==> src/rtl/txn_ctrl_unit_mo.sv <==
// Multi-outstanding VLSU transaction control: queues segment requests, splits them into
// 4 KiB-safe AXI bursts, publishes per-burst control to the data path, retires in order.
module txn_ctrl_unit_mo #(
  parameter int unsigned AddrWidth      = 32,
  parameter int unsigned AxiDataWidth   = 128,
  parameter int unsigned Depth          = 4,
  parameter int unsigned BurstFifoDepth = 8,
  parameter int unsigned MaxBurstLen    = 256,
  parameter int unsigned BeatsWidth     = 16
) (
  input  logic                  clk_i,
  input  logic                  rst_i,
  input  logic                  req_valid_i,
  output logic                  req_ready_o,
  input  logic [AddrWidth-1:0]  req_addr_i,
  input  logic [BeatsWidth-1:0] req_beats_i,
  input  logic                  req_is_load_i,
  input  logic                  req_final_i,
  output logic                  ar_valid_o,
  input  logic                  ar_ready_i,
  output logic                  aw_valid_o,
  input  logic                  aw_ready_i,
  output logic [AddrWidth-1:0]  ax_addr_o,
  output logic [7:0]            ax_len_o,
  output logic [2:0]            ax_size_o,
  output logic [1:0]            ax_burst_o,
  input  logic                  b_valid_i,
  output logic                  b_ready_o,
  output logic                  dp_valid_o,
  output logic                  dp_is_load_o,
  output logic [7:0]            dp_rmn_beat_o,
  output logic                  dp_is_head_o,
  output logic                  dp_last_burst_o,
  output logic                  dp_final_o,
  input  logic                  update_i,
  output logic                  idle_o
);

  localparam int unsigned BeatBytes = AxiDataWidth / 8;
  localparam int unsigned BeatShift = $clog2(BeatBytes);
  localparam int unsigned QW        = $clog2(Depth);
  localparam int unsigned FW        = $clog2(BurstFifoDepth);
  localparam logic [AddrWidth-1:0] AddrMask = ~AddrWidth'(BeatBytes - 1);

  // request queue
  logic [AddrWidth-1:0]  q_addr   [Depth];
  logic [BeatsWidth-1:0] q_rmn    [Depth];
  logic [7:0]            q_issued [Depth];
  logic [7:0]            q_brcvd  [Depth];
  logic [Depth-1:0]      q_load, q_final, q_done, q_data_done;
  logic [QW:0]           enq_ptr, iss_ptr, deq_ptr;
  logic [QW-1:0]         enq_idx, iss_idx, deq_idx;

  // issued-burst FIFO
  logic                  f_load  [BurstFifoDepth];
  logic                  f_last  [BurstFifoDepth];
  logic                  f_final [BurstFifoDepth];
  logic [7:0]            f_rmn   [BurstFifoDepth];
  logic [QW-1:0]         f_idx   [BurstFifoDepth];
  logic [FW:0]           f_wr, f_rd;
  logic [FW-1:0]         f_wr_idx, f_rd_idx;
  logic                  head_started;

  logic q_full, q_empty, iss_pend, f_full, f_empty;
  logic issue_go, ax_hs, issue_last, dp_upd, dp_pop, load_retire_now, retire, b_hs;
  logic [31:0] rmn_p1, page_beats, beats;
  logic [QW:0] iss_off, enq_off;

  assign enq_idx  = enq_ptr[QW-1:0];
  assign iss_idx  = iss_ptr[QW-1:0];
  assign deq_idx  = deq_ptr[QW-1:0];
  assign f_wr_idx = f_wr[FW-1:0];
  assign f_rd_idx = f_rd[FW-1:0];

  assign q_full   = (enq_idx == deq_idx) && (enq_ptr[QW] != deq_ptr[QW]);
  assign q_empty  = (enq_ptr == deq_ptr);
  assign iss_pend = (iss_ptr != enq_ptr);
  assign f_full   = (f_wr_idx == f_rd_idx) && (f_wr[FW] != f_rd[FW]);
  assign f_empty  = (f_wr == f_rd);

  // Burst size limited by the remainder, the 4 KiB page end and MaxBurstLen.
  always_comb begin
    rmn_p1     = 32'(q_rmn[iss_idx]) + 32'd1;
    page_beats = (32'd4096 - 32'(q_addr[iss_idx][11:0])) >> BeatShift;
    beats      = rmn_p1;
    if (page_beats < beats) beats = page_beats;
    if (MaxBurstLen < beats) beats = MaxBurstLen;
    issue_last = (beats == rmn_p1);
  end

  assign issue_go   = iss_pend && !f_full;
  assign ar_valid_o = issue_go && q_load[iss_idx];
  assign aw_valid_o = issue_go && !q_load[iss_idx];
  assign ax_hs      = (ar_valid_o && ar_ready_i) || (aw_valid_o && aw_ready_i);
  assign ax_addr_o  = issue_go ? q_addr[iss_idx] : '0;
  assign ax_len_o   = issue_go ? 8'(beats - 32'd1) : '0;
  assign ax_size_o  = issue_go ? 3'(BeatShift) : '0;
  assign ax_burst_o = 2'b01;

  assign dp_valid_o      = !f_empty;
  assign dp_is_load_o    = dp_valid_o && f_load[f_rd_idx];
  assign dp_rmn_beat_o   = dp_valid_o ? f_rmn[f_rd_idx] : '0;
  assign dp_is_head_o    = dp_valid_o && !head_started;
  assign dp_last_burst_o = dp_valid_o && f_last[f_rd_idx];
  assign dp_final_o      = dp_last_burst_o && f_final[f_rd_idx];
  assign dp_upd          = update_i && dp_valid_o;
  assign dp_pop          = dp_upd && (f_rmn[f_rd_idx] == 8'd0);

  // A load whose data finishes while an older store still waits for B is only marked here.
  assign load_retire_now = dp_pop && f_load[f_rd_idx] && f_last[f_rd_idx]
                           && (f_idx[f_rd_idx] == deq_idx);
  assign b_ready_o = !q_empty && !q_load[deq_idx] && (q_brcvd[deq_idx] < q_issued[deq_idx]);
  assign b_hs      = b_valid_i && b_ready_o;
  assign retire    = !q_empty && (q_load[deq_idx]
                       ? (q_data_done[deq_idx] || load_retire_now)
                       : (q_done[deq_idx] && (q_brcvd[deq_idx] == q_issued[deq_idx])));

  assign req_ready_o = !q_full;
  assign idle_o      = q_empty && f_empty;

  always_ff @(posedge clk_i or posedge rst_i) begin
    if (rst_i) begin
      enq_ptr      <= '0;
      iss_ptr      <= '0;
      deq_ptr      <= '0;
      f_wr         <= '0;
      f_rd         <= '0;
      head_started <= 1'b0;
      q_load       <= '0;
      q_final      <= '0;
      q_done       <= '0;
      q_data_done  <= '0;
      for (int unsigned i = 0; i < Depth; i++) begin
        q_addr[i]   <= '0;
        q_rmn[i]    <= '0;
        q_issued[i] <= '0;
        q_brcvd[i]  <= '0;
      end
      for (int unsigned i = 0; i < BurstFifoDepth; i++) begin
        f_load[i]  <= 1'b0;
        f_last[i]  <= 1'b0;
        f_final[i] <= 1'b0;
        f_rmn[i]   <= '0;
        f_idx[i]   <= '0;
      end
    end else begin
      if (req_valid_i && !q_full) begin
        q_addr[enq_idx]      <= req_addr_i & AddrMask;
        q_rmn[enq_idx]       <= req_beats_i;
        q_load[enq_idx]      <= req_is_load_i;
        q_final[enq_idx]     <= req_final_i;
        q_issued[enq_idx]    <= '0;
        q_brcvd[enq_idx]     <= '0;
        q_done[enq_idx]      <= 1'b0;
        q_data_done[enq_idx] <= 1'b0;
        enq_ptr              <= enq_ptr + 1'b1;
      end
      if (ax_hs) begin
        f_load[f_wr_idx]  <= q_load[iss_idx];
        f_last[f_wr_idx]  <= issue_last;
        f_final[f_wr_idx] <= q_final[iss_idx];
        f_rmn[f_wr_idx]   <= 8'(beats - 32'd1);
        f_idx[f_wr_idx]   <= iss_idx;
        f_wr              <= f_wr + 1'b1;
        q_issued[iss_idx] <= q_issued[iss_idx] + 8'd1;
        if (issue_last) begin
          q_done[iss_idx] <= 1'b1;
          iss_ptr         <= iss_ptr + 1'b1;
        end else begin
          q_addr[iss_idx] <= q_addr[iss_idx] + (AddrWidth'(beats) << BeatShift);
          q_rmn[iss_idx]  <= q_rmn[iss_idx] - BeatsWidth'(beats);
        end
      end
      if (dp_upd) begin
        if (dp_pop) begin
          f_rd         <= f_rd + 1'b1;
          head_started <= 1'b0;
          if (f_load[f_rd_idx] && f_last[f_rd_idx]) q_data_done[f_idx[f_rd_idx]] <= 1'b1;
        end else begin
          f_rmn[f_rd_idx] <= f_rmn[f_rd_idx] - 8'd1;
          head_started    <= 1'b1;
        end
      end
      if (b_hs) q_brcvd[deq_idx] <= q_brcvd[deq_idx] + 8'd1;
      if (retire) deq_ptr <= deq_ptr + 1'b1;
    end
  end

  assign iss_off = iss_ptr - deq_ptr;
  assign enq_off = enq_ptr - deq_ptr;

  a_ptr_order: assert property (@(posedge clk_i) disable iff (rst_i)
    (iss_off <= enq_off) && (enq_off <= (QW+1)'(Depth)));
  a_update_legal: assert property (@(posedge clk_i) disable iff (rst_i)
    update_i |-> dp_valid_o);
  a_b_outstanding: assert property (@(posedge clk_i) disable iff (rst_i)
    b_valid_i |-> !q_empty);
  a_rmn_underflow: assert property (@(posedge clk_i) disable iff (rst_i)
    ax_hs |-> (beats <= rmn_p1) && (beats != 32'd0));
  a_one_dir: assert property (@(posedge clk_i) disable iff (rst_i)
    !(ar_valid_o && aw_valid_o));

endmodule

==> config.mk <==
export PLATFORM = sky130hd
export DESIGN_NAME = txn_ctrl_unit_mo
export DESIGN_NICKNAME = d
export VERILOG_FILES = /design/src/rtl/txn_ctrl_unit_mo.sv
export SDC_FILE = /design/constraint.sdc
export NUM_CORES = 1
export LEC_CHECK = 0
export CORE_MARGIN = 5
export CORE_UTILIZATION = 45
export CTS_CLUSTER_DIAMETER = 30
export DETAILED_ROUTE_END_ITERATION = 7
export DONT_BUFFER_PORTS = 1
export GPL_ROUTABILITY_DRIVEN = 0
export HOLD_SLACK_MARGIN = 0.03
export SLEW_MARGIN = 5
export SYNTH_ARGS = -nofsm -noshare
export SYNTH_HDL_FRONTEND = slang
export SYNTH_SLANG_ARGS = --single-unit
==> constraint.sdc <==
create_clock -name clk_i -period 19.4 [get_ports clk_i]
set_input_delay 3.88 -clock clk_i [delete_from_list [all_inputs] [get_ports clk_i]]
set_output_delay 3.88 -clock clk_i [all_outputs]
set_load 0.05 [all_outputs]
# Word level (Yosys, flattened, before mapping)

Cells that the tools add are included.

$lt $le $gt $ge: 20
Add/sub/neg operators: 13
Bitwise operators: 13
Multiplexer cells: 110
Eq/ne operators: 10
Reduce and logical (&&, ||, !) cells: 44

Operators with widths:

| operator                                                                     | number |
|---|---|
| 128-bit 2-to-1 mux                                                           | 3 |
| 64-bit 2-to-1 mux                                                            | 6 |
| 32-bit 2-to-1 mux                                                            | 9 |
| 128-bit bitwise mux                                                          | 2 |
| 64-bit bitwise mux                                                           | 4 |
| 32-bit demux with 2-bit select                                               | 2 |
| 8-bit 2-to-1 mux                                                             | 15 |
| 32-bit AND                                                                   | 2 |
| 32-bit binary-select mux with 2-bit select                                   | 1 |
| 32-bit bitwise mux                                                           | 2 |
| 16-bit demux with 2-bit select                                               | 2 |
| 16-bit 2-to-1 mux                                                            | 4 |
| 28-bit 2-to-1 mux                                                            | 2 |
| 8-bit binary-select mux with 2-bit select                                    | 3 |
| 8-bit demux with 2-bit select                                                | 3 |
| 8-bit demux with 3-bit select                                                | 2 |
| 32-bit adder                                                                 | 1 |
| 16-bit binary-select mux with 2-bit select                                   | 1 |
| 1-bit logical AND                                                            | 32 |
| 32-bit inverter                                                              | 1 |
| 28-bit by 17-bit equality test with 1-bit output                             | 1 |
| 28-bit by 17-bit less-than comparator with 1-bit output                      | 1 |
| 9-bit by 28-bit less-than comparator with 1-bit output, first input constant | 1 |
| 4-bit 2-to-1 mux                                                             | 7 |
| other kinds (42)                                                             | 103 |

Flip-flop bits (word level): 394
Output and inout bits: 63
Word-level logic and storage cells: 276

# Logic depth before layout (Yosys ltp)

Depth in word-level cells: 15
Gate-level depth with buffers: 35
Mapped depth without buffers: 28

# Worst setup path after synthesis

No wires, ideal clock.

Path kind: reg-to-output
Start point: register iss_ptr[0]
End point: output port ax_len_o[6]
Required time: 15520 ps
Data arrival time: 6214 ps
Slack: 9306 ps
Cell stages (with the launch flop): 25
Buffers on the path: 7
Cells stage by stage: dfrtp_1 buf_4 buf_6 buf_6 buf_2 mux4_2 nand3b_1 or3_1 xnor2_1 inv_1 ha_1 a21o_1 a21oi_1 a21boi_0 o22ai_1 or3_1 buf_2 buf_2 buf_2 nor3_1 a21oi_1 ha_1 o311ai_1 xnor2_1 nor2_1

Word-level cells in the longest chain between the ends: 11
Elaborated cells between the ends (all ways): 17

Ends and longest elaborated chain:

| what                                                                                                       | line   | text |
|---|---|---|
| start: declaration                                                                                         | 51     | `logic [QW:0] enq_ptr, iss_ptr, deq_ptr;` |
| start signal: assignment                                                                                   | 168    | `iss_ptr <= iss_ptr + 1'b1;` |
| 2-bit inverter with 3-bit output (not written as such)                                                     | 83, 84 |  |
| 16-bit binary-select mux with 2-bit select or 32-bit binary-select mux with 2-bit select (tied branches)   | 83, 84 |  |
| 16-bit 2-to-1 mux (not written as such) or 32-bit 2-to-1 mux (tied branches) (2 in series)                 | -      |  |
| 16-bit by 1-bit adder with 17-bit output or 13-bit by 12-bit subtractor with 14-bit output (tied branches) | 83, 84 |  |
| 28-bit by 17-bit less-than comparator with 1-bit output                                                    | 86     | `if (page_beats < beats) beats = page_beats;` |
| 28-bit 2-to-1 mux                                                                                          | 86     |  |
| 9-bit by 28-bit less-than comparator with 1-bit output                                                     | 87     | `if (MaxBurstLen < beats) beats = MaxBurstLen;` |
| 28-bit 2-to-1 mux                                                                                          | 87     |  |
| 8-bit by 1-bit subtractor with 8-bit output                                                                | 96     | `assign ax_len_o = issue_go ? 8'(beats - 32'd1) : '0;` |
| 8-bit 2-to-1 mux (*)                                                                                       | 96     |  |
| end: declaration                                                                                           | 24     | `output logic [7:0] ax_len_o,` |

Mark *: on every way between the ends. The rest lies on a longest branch, timed or not. The select of a mux whose other input is x is not followed.

# Worst setup path after layout

Same ends and word-level chain as after synthesis.

==> run metrics <==
area leader, netlist dfrtp_1; post-synthesis cell count 2242; Max Slew Vio Count 0; Die H 241 um; vias in the first global route around 19k; HPWL Detailed ~42000 um; most frequent cells in the layout mux2i_1, dfrtp_1, nand2_1; Die W 241 um; status completed; CP Capture Type output port; TritonCTS clock tree yes; clk_lat worst skew about 0.65 ns; Global Route Usage Sum 0.232; number of cells on the critical path 19; Synth Area in Compound Gates 0.0872; # setup viols final 0; FF-to-FF path depth 28; Post-synth EDFFs 0; CP startpoint kind flop; met3 Track Usage GR 0.0547; Initial DRC Count between 1k and 1.5k; RSZ-0062 raised after global routing no; delay-heaviest family, CP simple AND/OR/NAND/NOR gates; Mean Syn Cell Area 10.7 um2; gr busiest metal met2; Main synth FF type dfrtp_1; worst-path maximum fanout 32; Yosys warnings 0; library cells used by synthesis 71; Area Overhead vs Synth 19.4%; top-area cell type share of the netlist area 0.411; Worst slew margin 0.191; register area share after synthesis 0.411; gr ovfl total 0; initial antenna violation count 0; crit path time final 12.97 ns; FFs w/ async S/R, synth 1.00; total wire length 67500 um; Slowest-stage cell, CP xnor2_1; #FFs+latches synth 394; largest net degree at the start of global routing 141; worst path arrival time 9.09 ns; Max clock buf depth 3; TNS Setup 0 ns; top post-synthesis cells by area dfrtp_1, mux2i_1, mux4_2; TritonCTS Buffers 104; clock root buffer clkbuf_16; share of layout cells above drive strength 1 0.159; DRT Pass-1 Iters 6; Non-Filler Instances between 3k and 4k; commonest non-fill, non-tap cell in the layout mux2i_1; # Post-CTS Setup Buffers 0; port bufs 0; diodes inserted 0; Final ANT Viol Nets 0; Adder-Cell Fraction of Synth Area 0.0366; DR vias 18.1k; Max Clock Freq 77.1 MHz; H-tree Lvls 3; Largest stage delay, worst path 0.95 ns; DRC viols 0; Hold Path Stages 2; # IOs 120; FP Rows 84; worst setup skew after layout 0.0483 ns; Die ar. 0.0580 mm2; post-synthesis mux area share 0.277; Final Hold Viols 0; met1 GRT Util 0.303; Worst Path Required ~16 ns; Worst Hold Class reg -> reg; Post-Synth XOR/XNOR Area 0.0358; period utilisation layout 0.669; CTS Hold Bufs 0; first-pass GRT wire length 107000 um; Max-Cap Viols 0; crit-path cells buf_4, mux4_2, nor3_1, nand3b_1, or3_1, xnor2_1, inv_1, ha_1, a21o_1, a21oi_1, a21boi_0, o22ai_1, or3_1, nor3_1, a21oi_1, ha_1, o311ai_1, xnor2_1, nor2_1; Initial Util 0.455; clk sink count roughly 400; area of the mapped netlist 0.0240 mm2; Setup CP Type reg -> out; met2 Resource Use GR 0.378; routed len/inst 22.2 um; vias per std cell 5.97; Nets 2383; cts repair resizes 0; Slew @ Worst Pin about 1.2 ns; Crit path buffers/inverters 2; core area 0.0527 mm2; Post-Synth Simple-Gate Area 0.116; Placed Cells 2839; Reg clk slew, reported paths 0.04 ns; main combinational cell family by area after synthesis multiplexers
[kinds of logic (layout without fill, tap and decap cells)]
family | count (synthesis) | after routing
AND/OR/NAND/NOR | 579 | 579
XOR/XNOR | 98 | 98
adder cells (fa/ha/maj) | 69 | 69
buffers and inverters | 201 | 290
other | 2 | 18
AO/OA/AOI/OAI | 339 | 339
flip-flops | 394 | 394
multiplexers | 560 | 560
[metal layers]
| metal | routed length, um | vias to the layer above |
|---|---|---|
| met5 | 0 | - |
| met4 | 1880 | 0 |
| met3 | 4280 | 140 |
| met2 | 32400 | 532 |
| met1 | 29000 | 9222 |
| li1 | - | 8222 |
[layout make-up]
class	instances	area, um2
inverter	57	221
clock buffer	141	2990
fill	4432	24000
multi-input combinational	1663	13500
tap	688	861
sequential	394	9870
clock inverter	55	931
timing repair buffer	37	278
[tightest hold or removal path, delay by kind of cell (launching register included)]
kind / cells / cell delay [ns]
flip-flops: 1 / 0.33
AND/OR/NAND/NOR: 2 / 0.11
[worst paths after layout]
kind                                        start                      to  slack (ns)
max                        iss_ptr[0]$_DFFE_PP0P_             ax_len_o[6]        6.43
min                        f_final[0]$_DFFE_PP0P_  f_final[0]$_DFFE_PP0P_        0.47
max reg2reg                iss_ptr[0]$_DFFE_PP0P_    q_addr[94]$_DFF_PP0_        9.22
min reg2reg                f_final[0]$_DFFE_PP0P_  f_final[0]$_DFFE_PP0P_        0.47
max in group asynchronous                   rst_i      q_rmn[3]$_DFF_PP0_       13.84
min in group asynchronous                   rst_i      f_rmn[3]$_DFF_PP0_        3.27
[state kept, by name, indices dropped and copies added (netlist names), 16 cells and up]
register  cells
q_rmn        64
q_brcvd      32
q_issued     32
f_idx        16
q_addr      128
f_rmn        64
[synth_stat cells, types with 48 or more instances]
master / number
a21oi_1: 53
clkbuf_1: 86
dfrtp_1: 394
ha_1: 67
inv_1: 57
mux2_2: 48
mux2i_1: 419
mux4_2: 76
nand2_1: 176
nand3_1: 116
nor2_1: 110
o21ai_0: 152
xnor2_1: 62
[stage by stage]
stage	instance area (um2)	util	hold WS (ns)	setup WS, ns
finish	28600	0.543	0.473	6.43
global route	28600	0.543	0.502	5.82
CTS	28600	0.543	0.474	6.50
detailed placement	24700	0.469	0.463	7.21
global placement	24700	0.469	0.458	7.23
floorplan	24000	-	0.434	4.57
Power is not shown: default switching activity piles up to over one toggle a cycle in this logic, so the estimate is an artifact.
